--- config.mk ---
export PLATFORM = sky130hd
export DESIGN_NAME = pcie_tlp_rx_router
export DESIGN_NICKNAME = d
export VERILOG_FILES = /design/src/rtl/pcie_tlp_rx_router.sv
export SDC_FILE = /design/constraint.sdc
export NUM_CORES = 1
export LEC_CHECK = 0
export ABC_AREA = 0
export BUFFER_PORTS_ARGS = -buffer_cell sky130_fd_sc_hd__buf_4
export CORE_AREA = 2 2 352 354
export DETAILED_ROUTE_END_ITERATION = 10
export DIE_AREA = 0 0 354 356
export SKIP_CTS_REPAIR_TIMING = 1
export SYNTH_ARGS = -nofsm -noshare
export SYNTH_HDL_FRONTEND = slang
export SYNTH_SLANG_ARGS = --single-unit
--- constraint.sdc ---
create_clock -name clk -period 2.4 [get_ports clk]
set_input_delay 0.48 -clock clk [delete_from_list [all_inputs] [get_ports clk]]
set_output_delay 0.48 -clock clk [all_outputs]
set_load 0.05 [all_outputs]
--- src/rtl/pcie_tlp_rx_router.sv ---
// pcie_tlp_rx_router
//
// Purpose: takes the dword-ordered TLP receive stream (header DW0 in
// data[255:224]). It decodes each TLP from its start-of-packet beat and steers
// the whole packet to the memory-request port or the completion port. Every
// other TLP type is discarded. Each output port has a one-entry register, so
// an accepted beat appears on its port one cycle later.
//
// Ports:
//   clk, reset_n         clock; asynchronous active-low reset
//   in_st_*              input stream (data 256, empty 5, sop, eop, error, valid)
//   in_st_ready          backpressure; depends only on the output readies
//   req_st_*             memory request stream (MRd/MWr) plus req_st_ready
//   cpl_st_*             completion stream (Cpl/CplD) plus cpl_st_ready
//   stat_*_count         saturating packet counters
//
// Configuration macro:
//   PCIE_TLP_RX_ROUTER_STATS_EN  defined   -> counters implemented
//                                undefined -> stat_* tied to zero
module pcie_tlp_rx_router (
   input  logic         clk,
   input  logic         reset_n,
   input  logic [255:0] in_st_data,
   input  logic [4:0]   in_st_empty,
   input  logic         in_st_startofpacket,
   input  logic         in_st_endofpacket,
   input  logic         in_st_error,
   input  logic         in_st_valid,
   output logic         in_st_ready,
   output logic [255:0] req_st_data,
   output logic [4:0]   req_st_empty,
   output logic         req_st_startofpacket,
   output logic         req_st_endofpacket,
   output logic         req_st_error,
   output logic         req_st_valid,
   input  logic         req_st_ready,
   output logic [255:0] cpl_st_data,
   output logic [4:0]   cpl_st_empty,
   output logic         cpl_st_startofpacket,
   output logic         cpl_st_endofpacket,
   output logic         cpl_st_error,
   output logic         cpl_st_valid,
   input  logic         cpl_st_ready,
   output logic [31:0]  stat_req_count,
   output logic [31:0]  stat_cpl_count,
   output logic [31:0]  stat_drop_count
);

   typedef enum logic [1:0] {IDLE, FWD_REQ, FWD_CPL, DROP} state_t;
   typedef enum logic [1:0] {DST_NONE, DST_REQ, DST_CPL, DST_DROP} dest_t;

   state_t      state, state_nxt;
   dest_t       sop_dest, beat_dest;
   logic        accept;
   logic [2:0]  tlp_fmt;
   logic [4:0]  tlp_type;

   // Every beat, dropped ones included, waits for both ports so ordering
   // stays strictly in-line.
   assign in_st_ready = (!req_st_valid | req_st_ready) & (!cpl_st_valid | cpl_st_ready);
   assign accept      = in_st_valid & in_st_ready;

   assign tlp_fmt  = in_st_data[255:253];
   assign tlp_type = in_st_data[252:248];

   always_comb begin
      sop_dest = DST_DROP;
      if (tlp_type == 5'b00000 && !tlp_fmt[2])
         sop_dest = DST_REQ;
      else if (tlp_type == 5'b01010 && (tlp_fmt == 3'b000 || tlp_fmt == 3'b010))
         sop_dest = DST_CPL;
   end

   always_ff @(posedge clk or negedge reset_n) begin
      if (!reset_n)
         state <= IDLE;
      else
         state <= state_nxt;
   end

   // An SOP is decoded in any state. A packet already in flight is simply
   // abandoned, which lets the adapter recover from a lost EOP.
   always_comb begin
      state_nxt = state;
      beat_dest = DST_NONE;
      if (accept) begin
         if (in_st_startofpacket) begin
            beat_dest = sop_dest;
            if (in_st_endofpacket)
               state_nxt = IDLE;
            else begin
               unique case (sop_dest)
                  DST_REQ: state_nxt = FWD_REQ;
                  DST_CPL: state_nxt = FWD_CPL;
                  default: state_nxt = DROP;
               endcase
            end
         end else begin
            unique case (state)
               FWD_REQ: beat_dest = DST_REQ;
               FWD_CPL: beat_dest = DST_CPL;
               default: beat_dest = DST_DROP;
            endcase
            if (in_st_endofpacket)
               state_nxt = IDLE;
         end
      end
   end

   always_ff @(posedge clk or negedge reset_n) begin
      if (!reset_n) begin
         req_st_valid         <= 1'b0;
         req_st_data          <= '0;
         req_st_empty         <= '0;
         req_st_startofpacket <= 1'b0;
         req_st_endofpacket   <= 1'b0;
         req_st_error         <= 1'b0;
      end else if (beat_dest == DST_REQ) begin
         req_st_valid         <= 1'b1;
         req_st_data          <= in_st_data;
         req_st_empty         <= in_st_empty;
         req_st_startofpacket <= in_st_startofpacket;
         req_st_endofpacket   <= in_st_endofpacket;
         req_st_error         <= in_st_error;
      end else if (req_st_ready) begin
         req_st_valid         <= 1'b0;
      end
   end

   always_ff @(posedge clk or negedge reset_n) begin
      if (!reset_n) begin
         cpl_st_valid         <= 1'b0;
         cpl_st_data          <= '0;
         cpl_st_empty         <= '0;
         cpl_st_startofpacket <= 1'b0;
         cpl_st_endofpacket   <= 1'b0;
         cpl_st_error         <= 1'b0;
      end else if (beat_dest == DST_CPL) begin
         cpl_st_valid         <= 1'b1;
         cpl_st_data          <= in_st_data;
         cpl_st_empty         <= in_st_empty;
         cpl_st_startofpacket <= in_st_startofpacket;
         cpl_st_endofpacket   <= in_st_endofpacket;
         cpl_st_error         <= in_st_error;
      end else if (cpl_st_ready) begin
         cpl_st_valid         <= 1'b0;
      end
   end

`ifdef PCIE_TLP_RX_ROUTER_STATS_EN
   logic [31:0] req_cnt, cpl_cnt, drop_cnt;
   logic        req_inc, cpl_inc, drop_inc;

   // Packets count on their SOP beat. An orphan beat (no SOP seen while
   // idle) counts as one drop per beat.
   assign req_inc  = accept & in_st_startofpacket & (sop_dest == DST_REQ);
   assign cpl_inc  = accept & in_st_startofpacket & (sop_dest == DST_CPL);
   assign drop_inc = accept & ((in_st_startofpacket & (sop_dest == DST_DROP)) |
                               (!in_st_startofpacket & (state == IDLE)));

   always_ff @(posedge clk or negedge reset_n) begin
      if (!reset_n) begin
         req_cnt  <= '0;
         cpl_cnt  <= '0;
         drop_cnt <= '0;
      end else begin
         if (req_inc && req_cnt != '1)
            req_cnt <= req_cnt + 32'd1;
         if (cpl_inc && cpl_cnt != '1)
            cpl_cnt <= cpl_cnt + 32'd1;
         if (drop_inc && drop_cnt != '1)
            drop_cnt <= drop_cnt + 32'd1;
      end
   end

   assign stat_req_count  = req_cnt;
   assign stat_cpl_count  = cpl_cnt;
   assign stat_drop_count = drop_cnt;
`else
   assign stat_req_count  = '0;
   assign stat_cpl_count  = '0;
   assign stat_drop_count = '0;
`endif

endmodule

Yosys cells after proc, flatten, opt, wreduce, memory -nomap -nowiden

Cells that the tools add are included.

Equal/unequal tests: 8
Muxes and demuxes: 13
Bitwise logic cells: 4
Reduce and logical (&&, ||, !) cells: 12

Operator list:

| operator             | number |
|---|---|
| $mux W2              | 6 |
| $pmux W2 S2          | 2 |
| $eq A2 B1 Y1 const B | 3 |
| $eq A2 B2 Y1 const B | 3 |
| $reduce_bool A2 Y1   | 3 |
| $eq A5 B4 Y1 const B | 1 |
| $logic_not A5 Y1     | 1 |
| $mux W1              | 5 |
| $eq A3 B2 Y1 const B | 1 |
| $logic_not A1 Y1     | 3 |
| $logic_not A3 Y1     | 1 |
| $and A1 B1 Y1        | 2 |
| $logic_and A1 B1 Y1  | 2 |
| $or A1 B1 Y1         | 2 |
| $reduce_and A2 Y1    | 1 |
| $logic_or A1 B1 Y1   | 1 |

Output and inout port bits: 627
Input bits: 269
Logic and storage cells: 50
Register bits after elaboration: 532

Logic depth before layout (Yosys ltp)

Depth after elaboration: 9
Depth in mapped cells: 6
Depth with buffers taken out: 4

Least setup slack after synthesis

OpenSTA, ideal clock, no wires.

Path kind: input -> register
Start: in in_st_data[250]
End: reg cpl_st_data[100]
Buffers on the path: 2
Data required time: 2.275 ns
Arrival: 2.009 ns
Library setup time: 0.125 ns
Slack: 0.266 ns
Cell stages on the path: 6
Cell sequence: or4_4 > nor4_2 > o21ai_1 > buf_6 > buf_6 > mux2_4

Word-level cells in the longest chain between the ends: 7
Elaborated cells on any way between the ends: 9
Those cells by class: eq/ne (2); mux (4); reduce/logical (3)

RTL lines:

| item                 | RTL line | RTL |
|---|---|---|
| start, declared      | 23       | `input logic [255:0] in_st_data,` |
| $eq A5 B4 Y1         | 70       | `else if (tlp_type == 5'b01010 && (tlp_fmt == 3'b000 \|\| tlp_fmt == 3'b010))` |
| $logic_and A1 B1 Y1  | 70       |  |
| $mux W1              | 70       |  |
| $mux W2 *            | 68       | `if (tlp_type == 5'b00000 && !tlp_fmt[2])` |
| $mux W2 *            | 87       | `if (in_st_startofpacket) begin` |
| $mux W2 *            | 86       | `if (accept) begin` |
| $eq A2 B2 Y1 *       | 138      | `end else if (beat_dest == DST_CPL) begin` |
| end signal, assigned | 140      | `cpl_st_data <= in_st_data;` |
| end, declared        | 37       | `output logic [255:0] cpl_st_data,` |

Mark *: on every way between the ends. The rest lies on a longest branch, timed or not.
A chain may end at the register's enable or synchronous reset.

Worst setup path in the final report

Start: reg req_st_valid
End: out in_st_ready

Word-level cells in the longest chain between the ends: 3

RTL lines:

| item                   | RTL line | RTL |
|---|---|---|
| start, declared        | 35       | `output logic req_st_valid,` |
| start signal, assigned | 112      | `req_st_valid <= 1'b0;` |
| start signal, assigned | 119      | `req_st_valid <= 1'b1;` |
| start signal, assigned | 126      | `req_st_valid <= 1'b0;` |
| $logic_not A1 Y1       | 60       | `assign in_st_ready = (!req_st_valid \| req_st_ready) & (!cpl_st_valid \| cpl_st_ready);` |
| $or A1 B1 Y1           | 60       |  |
| $and A1 B1 Y1          | 60       |  |
| end, declared          | 29       | `output logic in_st_ready,` |

Every way passes these cells.

==> results.json <==
{
  "synthesis.area_um2": 21300,
  "numCtsBuffers": 60,
  "worst_setup_path_end_kind": "output pin",
  "period_share_pct": 91.3,
  "setup-violations-final": 0,
  "yosys-top-cells-area": "sky130_fd_sc_hd__dfrtp_1, sky130_fd_sc_hd__mux2_4, sky130_fd_sc_hd__mux2_2",
  "synth_compound_area_share_pct": 0.188,
  "worst_hold_path_type": "primary input to register",
  "dr_total_vias": 13300,
  "die_width_um": 354,
  "syn_avg_cell_area_um2": 17.2,
  "number_of_enable_type_register_cells_in_the_synthesized_netlist": 0,
  "synthMostInstantiatedCell": "sky130_fd_sc_hd__dfrtp_1",
  "height_of_the_chip_um": 356,
  "critical_path_class": "register to output pin",
  "floorplan.rows": 129,
  "timing.final.max_slew_violations": 0,
  "io_pins": 896,
  "total_drc_errors_in_the_routed_layout": 0,
  "drt_wl_total_mm": 67.3,
  "tritoncts": "built",
  "initial_core_util_pct": 17.4,
  "fin_ws_ns": 0.209,
  "num-nets-final": 2393,
  "fmax_mhz": 456,
  "cts-root-to-sink-buffers": 3,
  "status": "finished, final reports clean",
  "clock_tree.root_cell": "sky130_fd_sc_hd__clkbuf_16",
  "period_minus_slack_ns": 2.19,
  "core_area_um2": 123000,
  "worstPathMaxFanout": 2,
  "grt_usage_pct": 10.2,
  "drt_pre_antenna_iters": 7,
  "post_synth_most_frequent_cells": "sky130_fd_sc_hd__dfrtp_1, sky130_fd_sc_hd__mux2_2, sky130_fd_sc_hd__mux2_4, sky130_fd_sc_hd__buf_4, sky130_fd_sc_hd__mux2_1",
  "ys_seq_area_share_pct": 62.4,
  "critPathLaunchType": "register",
  "synthArstFlopShare_pct": 100,
  "gp_congestion": 0.805,
  "timing.rr.start": "req_st_valid",
  "worstRegToRegCells": 7,
  "post-synth-top-area-cell": "sky130_fd_sc_hd__dfrtp_1",
  "synth_ff_type": "sky130_fd_sc_hd__dfrtp_1",
  "timing.final.hold_violations": 0,
  "fin_skew_ns": 0.0156,
  "cts.clk_slew.worst_paths_ns": 0.06,
  "die-area_um2": 126000,
  "synth-xor-area-share_pct": 0,
  "synth_cell_type_count": 24,
  "grt_setup_unrepaired": "false",
  "syn-instance-count": 1237,
  "preCtsSetupSlack_ns": -0.0993,
  "grt_antenna_before_repair": 7,
  "largest_family_of_logic_cells_by_synthesized_area": "multiplexers",
  "insertion_delay_ns": 0.63,
  "route.detailed.wl_per_inst_um": 17.7,
  "synth_simple_gate_area_share_pct": 0.463,
  "cts_max_level": 2,
  "regToRegSetupSlack_ns": 0.40,
  "place.port_buffers": 799,
  "synth-seq-cells": 532,
  "setup.worst_path.start": "req_st_valid",
  "critical_path.endpoint": "in_st_ready",
  "synth.mux.area_fraction_pct": 31.3,
  "syn2layout_area_growth_pct": 48.0,
  "cap_viol_max_count": 0,
  "layout-drive-gt1-share_pct": 65.4,
  "first_global_vias": 14000,
  "pin_count_of_the_biggest_net_entering_global_routing": 84,
  "worst_r2r_endpoint": "req_st_data[116]",
  "synth.yosys.warnings": 0,
  "post_synth_fa_ha_maj_area_fraction_pct": 0,
  "cp.arrival_ns": 1.71,
  "area_share_of_the_largest_cell_type_after_synthesis_pct": 62.4,
  "drt_first_iter_violations": 579,
  "detail-route-antenna-nets": 0,
  "place.detailed.hpwl_mm": 52.3,
  "numClockSinks": 532,
  "critical_path_required_ns": 1.92,
  "global_route.overflow_total": 0,
  "route.detailed.vias_per_inst": 3.50,
  "grt_pass1_wl_mm": 96.7
}
cell type report:
| cell class | count | area (um2) |
|---|---|---|
| Clock inverter | 25 | 277 |
| Clock buffer | 85 | 1750 |
| Inverter | 2 | 7.51 |
| Timing Repair Buffer | 884 | 6970 |
| Tap cell | 1637 | 2050 |
| Fill cell | 12800 | 91100 |
| Multi-Input combinational cell | 644 | 7210 |
| Antenna cell | 2 | 5.00 |
| Sequential cell | 532 | 13300 |
metrics by stage:
stage                     hold slack, ns  cell area [um2]  utilization [%]  std cells  TNS (ns)
after detailed placement           0.469            29500             24.1       3698    -22.36
after global routing              0.0133            31600             25.7       3810         0
after floorplan                    0.184            21700                -       1332         0
after CTS                         -0.260            31600             25.7       3808         0
after global placement             0.468            29500             24.1       3698    -20.15
final                             0.0654            31600             25.7       3811         0
worst max-delay path, stage by stage, from the launching register on:
cell and delay, ns:
sky130_fd_sc_hd__dfrtp_1 0.38, sky130_fd_sc_hd__nand2b_1 0.17, sky130_fd_sc_hd__buf_4 0.16, sky130_fd_sc_hd__and2_1 0.14, sky130_fd_sc_hd__buf_4 0.22
worst min path at each step:
stage	startpoint	to	slack, ns	cells past startpoint
after global routing	in_st_data[246]	cpl_st_data[246]	0.01	2
after detailed placement	reset_n	cpl_st_data[236]	0.47	1
after floorplan	reset_n	cpl_st_data[0]	0.18	0
final	in_st_data[216]	cpl_st_data[216]	0.07	2
after CTS	reset_n	cpl_st_data[246]	-0.26	1
after global placement	reset_n	req_st_data[213]	0.47	1
kinds of logic after synthesis:
| logic type | after synthesis |
|---|---|
| mux | 527 |
| simple gates | 15 |
| flops | 532 |
| buf+inv | 156 |
| other cells | 1 |
| compound gates | 6 |
state kept, by name (all words and copies together), names as in the netlist:
signal                count
cpl_st_data             256
req_st_empty              5
req_st_endofpacket        1
req_st_error              1
cpl_st_empty              5
state                     2
cpl_st_error              1
cpl_st_valid              1
cpl_st_endofpacket        1
req_st_data             256
cpl_st_startofpacket      1
req_st_valid              1
req_st_startofpacket      1
routing by layer:
metal / up-vias / wire, um / GRT usage [%]
li1: 5915 / - / -
met1: 6776 / 26800 / 12.2
met5: - / 26 / 0
met3: 82 / 6120 / 3.82
met4: 4 / 1300 / 2.44
met2: 547 / 33100 / 17.1
cell usage in the layout, fill, tap and decap left out, drive strengths merged, types with 2 or more instances in the layout:
master	synthesis	final
nor3	2	2
clkinvlp	0	3
diode	0	2
nor3b	2	2
conb	1	96
bufinv	0	5
buf	152	883
o21ai	3	3
o2bb2ai	2	2
mux2	527	527
nand2b	2	2
nand2	3	3
clkbuf	2	85
clkinv	0	14
dfrtp	532	532
nor4	2	2
inv	2	5
Power is left out: the tool's default activity adds up to more than one toggle a clock period on the data nets, which glitch-free logic cannot reach.
